===== config.mk =====
export PLATFORM = sky130hd
export DESIGN_NAME = multicycle_control
export DESIGN_NICKNAME = d
export VERILOG_FILES = /design/src/rtl/multicycle_control.sv
export SDC_FILE = /design/constraint.sdc
export NUM_CORES = 1
export LEC_CHECK = 0
export CAP_MARGIN = 5
export CORE_AREA = 5 5 67 51
export CTS_CLUSTER_DIAMETER = 100
export DETAILED_ROUTE_END_ITERATION = 8
export DIE_AREA = 0 0 72 56
export SETUP_SLACK_MARGIN = 0.02
export SKIP_CTS_REPAIR_TIMING = 1
export SLEW_MARGIN = 20
export SYNTH_ARGS = -nofsm -noshare
export SYNTH_HDL_FRONTEND = slang
export SYNTH_SLANG_ARGS = --single-unit

===== constraint.sdc =====
create_clock -name clk -period 1.25 [get_ports clk]
set_input_delay 0.375 -clock clk [delete_from_list [all_inputs] [get_ports clk]]
set_output_delay 0.375 -clock clk [all_outputs]
set_load 0.01 [all_outputs]

===== src/rtl/multicycle_control.sv =====
// multicycle_control: FETCH/DECODE/EXEC/MEM/WB control FSM of the 16-bit RISC core,
// with instruction/data memory handshakes, illegal-opcode detection and ack timeout.
module multicycle_control #(
    parameter int TIMEOUT = 16,
    parameter int CNT_W   = 5
) (
    input  logic       clk,
    input  logic       rst_n,
    input  logic [3:0] instr_opcode,
    input  logic       imem_ack,
    input  logic       dmem_ack,
    input  logic       alu_zero,
    output logic       imem_req,
    output logic       ir_load,
    output logic       dmem_req,
    output logic       dmem_we,
    output logic [1:0] alu_op,
    output logic [3:0] opcode_q,
    output logic       alu_src,
    output logic       reg_write,
    output logic       mem_to_reg,
    output logic       pc_write,
    output logic [1:0] pc_src,
    output logic       illegal,
    output logic       bus_err,
    output logic       halted,
    output logic [2:0] state_dbg
);
    typedef enum logic [2:0] {
        S_RST, S_FETCH, S_DECODE, S_EXEC, S_MEM, S_WB, S_HALT, S_ERROR
    } state_t;

    state_t           state_q, state_d;
    logic [3:0]       opcode_d;
    logic [CNT_W-1:0] cnt_q, cnt_d;

    logic is_r, is_ld, is_st, is_beq, is_bne, is_jmp, is_halt, is_mem, is_br, legal, timeout;

    assign is_r      = opcode_q <= 4'd4;
    assign is_ld     = opcode_q == 4'b1000;
    assign is_st     = opcode_q == 4'b1001;
    assign is_beq    = opcode_q == 4'b1010;
    assign is_bne    = opcode_q == 4'b1011;
    assign is_jmp    = opcode_q == 4'b1100;
    assign is_halt   = opcode_q == 4'b1111;
    assign is_mem    = is_ld | is_st;
    assign is_br     = is_beq | is_bne;
    assign legal     = is_r | is_mem | is_br | is_jmp | is_halt;
    assign timeout   = cnt_q == CNT_W'(TIMEOUT - 1);
    assign state_dbg = state_q;

    always_ff @(posedge clk) begin
        if (!rst_n) begin
            state_q  <= S_RST;
            opcode_q <= '0;
            cnt_q    <= '0;
        end else begin
            state_q  <= state_d;
            opcode_q <= opcode_d;
            cnt_q    <= cnt_d;
        end
    end

    // The counter only runs while waiting in FETCH/MEM, so any state change clears it.
    always_comb begin
        state_d    = state_q;
        opcode_d   = opcode_q;
        cnt_d      = '0;
        imem_req   = 1'b0;
        ir_load    = 1'b0;
        dmem_req   = 1'b0;
        dmem_we    = 1'b0;
        alu_op     = 2'b10;
        alu_src    = 1'b0;
        reg_write  = 1'b0;
        mem_to_reg = 1'b0;
        pc_write   = 1'b0;
        pc_src     = 2'b00;
        illegal    = 1'b0;
        bus_err    = 1'b0;
        halted     = 1'b0;
        case (state_q)
            S_RST: state_d = S_FETCH;
            S_FETCH: begin
                imem_req = 1'b1;
                ir_load  = imem_ack;
                if (imem_ack) begin
                    opcode_d = instr_opcode;
                    state_d  = S_DECODE;
                end else if (timeout) state_d = S_ERROR;
                else cnt_d = cnt_q + 1'b1;
            end
            S_DECODE: begin
                pc_write = legal & ~is_halt;
                pc_src   = is_jmp ? 2'b10 : 2'b00;
                illegal  = ~legal;
                state_d  = is_halt ? S_HALT : (!legal || is_jmp) ? S_FETCH : S_EXEC;
            end
            S_EXEC: begin
                alu_op   = is_r ? 2'b00 : is_br ? 2'b01 : 2'b10;
                alu_src  = is_mem;
                pc_src   = is_br ? 2'b01 : 2'b00;
                pc_write = (is_beq & alu_zero) | (is_bne & ~alu_zero);
                state_d  = is_r ? S_WB : is_mem ? S_MEM : S_FETCH;
            end
            S_MEM: begin
                dmem_req = 1'b1;
                dmem_we  = is_st;
                if (dmem_ack) state_d = is_ld ? S_WB : S_FETCH;
                else if (timeout) state_d = S_ERROR;
                else cnt_d = cnt_q + 1'b1;
            end
            S_WB: begin
                reg_write  = 1'b1;
                mem_to_reg = is_ld;
                state_d    = S_FETCH;
            end
            S_HALT:  halted  = 1'b1;
            S_ERROR: bus_err = 1'b1;
            default: state_d = S_RST;
        endcase
    end
endmodule


Yosys cells after proc, flatten, opt, wreduce, memory -nomap -nowiden:

Cells that the tools add are included.

* bits in writable memories: 0
* input port bits: 9
* word-level logic and storage cells: 68
* memory bits (read-only): 0
* flip-flop bits (word level): 12
* memories: 0
* output and inout port bits: 22
* bits in latches: 0

* muxes and demuxes: 30
* $mul: 0
* add/sub/neg operators: 1
* divide/modulo/power cells: 0
* shifts and indexed selects: 0
* $lt $le $gt $ge: 1
* equal/unequal tests: 14
* bitwise operators: 13
* reductions and logical operators: 6

Operator list (number)
* == test 4 bit, second input constant: 6
* 2-to-1 mux 3 bit: 7
* 2-to-1 mux 5 bit: 3
* one-hot mux 3 bit (5 select lines): 1
* == test 3 bit, second input constant: 4
* 2-to-1 mux 1 bit: 11
* 2-to-1 mux 2 bit: 5
* one-hot mux 5 bit (2 select lines): 1
* bitwise OR 1 bit: 7
* == test 3 x 2 -> 1 bit, second input constant: 2
* adder 5 x 1 -> 5 bit, second input constant: 1
* == test 5 x 4 -> 1 bit, second input constant: 1
* nonzero test 5 bit: 1
* <= comparator 4 x 3 -> 1 bit, second input constant: 1
* one-hot mux 2 bit (2 select lines): 1
* bitwise AND 1 bit: 3
* == test 3 x 1 -> 1 bit, second input constant: 1
* logical NOT 3 bit: 1
* inverter 1 bit: 3
* one-hot mux 1 bit (2 select lines): 1
* AND reduction 2 bit: 1
* OR reduction 2 bit: 1
* logical NOT 1 bit: 1
* logical OR 1 bit: 1

Depth between registers and ports, before layout:

* depth in word-level cells: 11
* depth in mapped cells: 5
* depth with buffers taken out: 5

Least setup slack after synthesis:

OpenSTA, ideal clock, no wires.

* path kind: flip-flop to output port
* start: register state_q[1] (netlist: state_dbg[1])
* end: output port pc_write
* stages on the path, launching flop included: 6
* required time: 875 ps
* buffers on the path: 1
* path slack: -416 ps
* arrival time: 1291 ps
* path through: dfxtp_1 buf_6 nand3b_4 nor3_2 a21oi_1 o21ai_1

* cells in the longest elaborated chain, start to end: 2
* elaborated cells between the ends (all ways): 3
* classes of those cells: eq/ne: 2; mux: 1

Ends and longest elaborated chain
* start: declaration: line 33 `state_t state_q, state_d;`
* start signal: assignment: line 58 `state_q <= state_d;`
* == test 3 x 2 -> 1 bit: line 82 `case (state_q)`
* one-hot mux 1 bit (2 select lines) (*): line 82
* end: declaration: line 22 `output logic pc_write,`

Every way passes the cells marked *; elsewhere a longest branch is shown, timed or not.

Final worst setup path:

Ends and elaborated chain as after synthesis.

==> impl_summary.txt <==
----------------------------------------------------
[Status]
  Result of the run ... complete, but fails checks
  Violated checks ... negative setup slack

[Die]
  Placeable core area ... 2680 um2
  Initial Utilization ... about a third
  Die extent in x ... ~70 um
  Die Outline Area ... approximately 4000 um2
  Ports placed on the boundary ... 31
  Std-Cell Rows ... 16
  Vertical die dimension ... between 50 and 60 um

[Setup path]
  Kind of start point of the critical path ... register
  Startpoint of the lowest-slack register-to-register path ... opcode_q[1]
  Number of cells on the worst reg-to-reg path ... 6
  Highest net fanout along the worst path ... 8
  CP startpoint ... state_dbg[1]
  Start-to-end type of the worst setup path ... reg2out
  Endpoint class of the critical path ... primary output
  Capturing point of the worst reg2reg path ... state_dbg[1]
  Data required, critical path ... ~900 ps
  Signal arrival time at the worst endpoint ... between 1000 and 1500 ps
  Setup slack of the most critical reg-to-reg path ... -210 ps
  Capturing instance or port of the critical path ... pc_write

[Yosys]
  Count of unique library cells instantiated by Yosys ... 42
  Summed instance area of the synthesized netlist ... roughly 900 um2
  Net Count, Synth ... 110
  Register area share after synthesis ... 27.1%
  FF+latch count, synth ... 12
  Yosys warning total ... 0
  Synthesized area per cell ... between 8 and 9 um2
  Synth async-reset ratio ... 0%
  Number of enable flip-flop cells after synthesis ... 0
  Most instantiated flip-flop cell in the synthesis netlist ... sky130_fd_sc_hd__dfxtp_1
  Cell types occupying the most area after synthesis ... sky130_fd_sc_hd__dfxtp_1 (27%), sky130_fd_sc_hd__mux2i_1 (5.6%), sky130_fd_sc_hd__nor3b_4 (4.2%)
  Post-synthesis cell type with the largest combined area ... sky130_fd_sc_hd__dfxtp_1
  Cells after synthesis ... 100
  Top-area cell type share of the netlist area ... a little over a quarter

[Routing]
  Detailed router's first-iteration violation count ... 17
  Total length of routed wires ... 3080 um
  Pre-antenna DRT Iters ... 4
  Number of vias in the routed layout ... 1013
  Remaining routing DRC violations ... 0
  Remaining antenna violation count after routing ... 0
  Mean number of vias per cell ... 4.82
  Mean routed wirelength per cell ... 14.6 um

[Global routing]
  Initial antenna violation count ... 0
  Vias in the first global route ... 994
  Maximum number of pins on one net before global-route repair ... 9
  Global-route wire length before repair ... between 4000 and 5000 um
  Residual overflow from global routing ... 0
  Global routing usage summed across all routing layers ... 14.2%

[STA]
  Setup-failing EPs final ... 26
  Maximum clock rate ... 0.558 GHz
  RSZ-0062 raised after global routing ... true
  Final count of pins violating max slew ... 0
  Transition time of the tightest slew-check pin ... between 400 and 500 ps
  Headroom to the max-slew limit ... 73.1%
  Crit path time final ... roughly 1800 ps
  Number of hold violations in the final report ... 0
  Fraction of the cycle the final worst path needs ... 143%
  Worst-case setup margin in the final layout ... -541 ps
  Skew final ... about 0.99 ps

[Pwr]
  Internal power summed over all cells ... between 0.0008 and 0.0009 W
  Total design power ... between 0.001 and 0.0015 W
  Sequential fraction of design power ... a little over a third
  Worst VDD drop ... 0.629 mV
  Clock group share of total power ... about 34%
  Power per Cell Area ... ~680 nW/um2
  Combinational Power Share ... approximately 31%
  Switching part of the total power ... 26.6%
  Net switching component of the power ... roughly 0.00032 W
  Static power due to leakage ... around 0.77 nW

[Cells and area]
  Final Util ... between 60% and 70%
  Area grow syn2layout ... 102%
  Proportion of layout cells with a drive suffix above 1 ... about 70%
  Total area of multi-input combinational cells ... 711 um2
  Register Area ... about 270 um2
  Number of inserted filler cells in the final layout ... 217
  Total number of nets in the final design ... 185
  Antenna diode count ... 0

[Job]
  Max-cap viol count ... 0

[Placement]
  Placed wire-length estimate ... 2190 um
  GPL Wtd Cong ... a little under 0.8
  Count of input and output buffers ... 30

[Clocking]
  Later-pin clock latency in the skew report ... around 240 ps
  TritonCTS clock tree ... yes
  Num CTS Buffers ... 3
  Number of clock sinks seen by CTS ... 12
  H-tree levels ... 1
  Maximum buffer depth of the clock tree ... 2
  Clock-pin slew reported for the worst setup and hold paths after clock tree synthesis ... roughly 50 ps
  Root buffer cell ... sky130_fd_sc_hd__clkbuf_8

[Hold path]
  Worst min path class ... reg2reg

----------------------------------------------------
metrics by stage:
step | setup WS [ps] | hold slack (ps) | instances | setup TNS [ps] | area [um2]
2_1_floorplan | -229 | 405 | 100 | -1020 | 948
3_3_place_gp | -762 | 419 | 191 | -12630 | 1460
3_5_place_dp | -819 | 428 | 191 | -13110 | 1460
4_1_cts | -966 | 436 | 195 | -16670 | 1520
5_1_grt | -608 | 487 | 210 | -8030 | 1790
6_report | -541 | 449 | 210 | -6600 | 1790
cell families after synthesis:
logic type,count (synthesis),synth area share [%]
buffers and inverters,13,9.03
and+or+nand+nor,50,39.6
AOI/OAI and AO/OA,17,15.2
muxes,5,5.64
xor gates and xnor gates,2,1.97
DFF,12,27.1
adders and majority gates,1,1.41
final cells by class:
class	count	share of cell area, %
multi-input combinational	75	39.6
timing repair buffer	78	38.9
sequential	12	14.9
clock buffer	4	3.07
tap	36	2.51
inverter	5	1.05
worst min path at each step:
stage,cells after the start,to,from
after detailed placement,2,cnt_q[4],cnt_q[4]
after CTS,2,cnt_q[4],cnt_q[4]
after floorplan,2,cnt_q[4],cnt_q[4]
final,2,cnt_q[4],cnt_q[4]
after global placement,2,cnt_q[4],cnt_q[4]
after global routing,2,cnt_q[4],cnt_q[4]
cell usage in the layout (no fill, tap or decap), types with 2 or more instances in the layout:
cell type,netlist,layout
sky130_fd_sc_hd__buf_6,3,31
sky130_fd_sc_hd__buf_4,1,29
sky130_fd_sc_hd__clkdlybuf4s50_1,0,8
sky130_fd_sc_hd__buf_2,4,8
sky130_fd_sc_hd__dfxtp_4,0,7
sky130_fd_sc_hd__nor3b_4,2,5
sky130_fd_sc_hd__nand2_1,5,5
sky130_fd_sc_hd__nor3_2,3,5
sky130_fd_sc_hd__mux2i_1,5,5
sky130_fd_sc_hd__dfxtp_1,12,5
sky130_fd_sc_hd__inv_1,4,4
sky130_fd_sc_hd__nor2b_1,5,4
sky130_fd_sc_hd__clkbuf_8,0,4
sky130_fd_sc_hd__and3_4,0,3
sky130_fd_sc_hd__nor2_2,0,3
sky130_fd_sc_hd__nor2_1,8,3
sky130_fd_sc_hd__nor3_4,1,2
sky130_fd_sc_hd__nand2b_4,0,2
sky130_fd_sc_hd__nor2_4,0,2
sky130_fd_sc_hd__nor3_1,5,2
sky130_fd_sc_hd__o21ai_2,1,2
sky130_fd_sc_hd__nand3_1,3,2
sky130_fd_sc_hd__clkbuf_2,0,2
power by group through the flow:
stage	sequential [W]	clock, W	combinational [W]
global route	0.000426	0.000442	0.000399
global placement	0.000431	0	0.000276
finish	0.000422	0.000418	0.000374
detailed placement	0.000432	0	0.000282
floorplan	0.000426	0	0.000145
CTS	0.000424	0.000427	0.000284
Yosys cell counts, types with 4 or more instances:
cell / count
sky130_fd_sc_hd__dfxtp_1: 12
sky130_fd_sc_hd__nor2_1: 8
sky130_fd_sc_hd__mux2i_1: 5
sky130_fd_sc_hd__nand2_1: 5
sky130_fd_sc_hd__nor2b_1: 5
sky130_fd_sc_hd__nor3_1: 5
sky130_fd_sc_hd__and3_1: 4
sky130_fd_sc_hd__buf_2: 4
sky130_fd_sc_hd__inv_1: 4
routing by layer:
layer  vias up  track usage (%)  routed length [um]
li1        503                -                   -
met1       479             19.5                1330
met2        29             22.1                1550
met3         2             4.69                 163
met4         0             1.61                  31
met5         -                0                   0
sequential cells by signal, summed over array words and instances (netlist names):
name / cells
state_dbg: 3
opcode_q: 4
cnt_q: 5
critical path: stages (launching register included):
cell and delay, ps:
sky130_fd_sc_hd__dfxtp_4 410, sky130_fd_sc_hd__buf_6 120, sky130_fd_sc_hd__nand3b_4 90, sky130_fd_sc_hd__nor3_4 170, sky130_fd_sc_hd__a21oi_2 80, sky130_fd_sc_hd__o21ai_2 150
sky130_fd_sc_hd__buf_2 160
(Power assumes the default switching activity.)
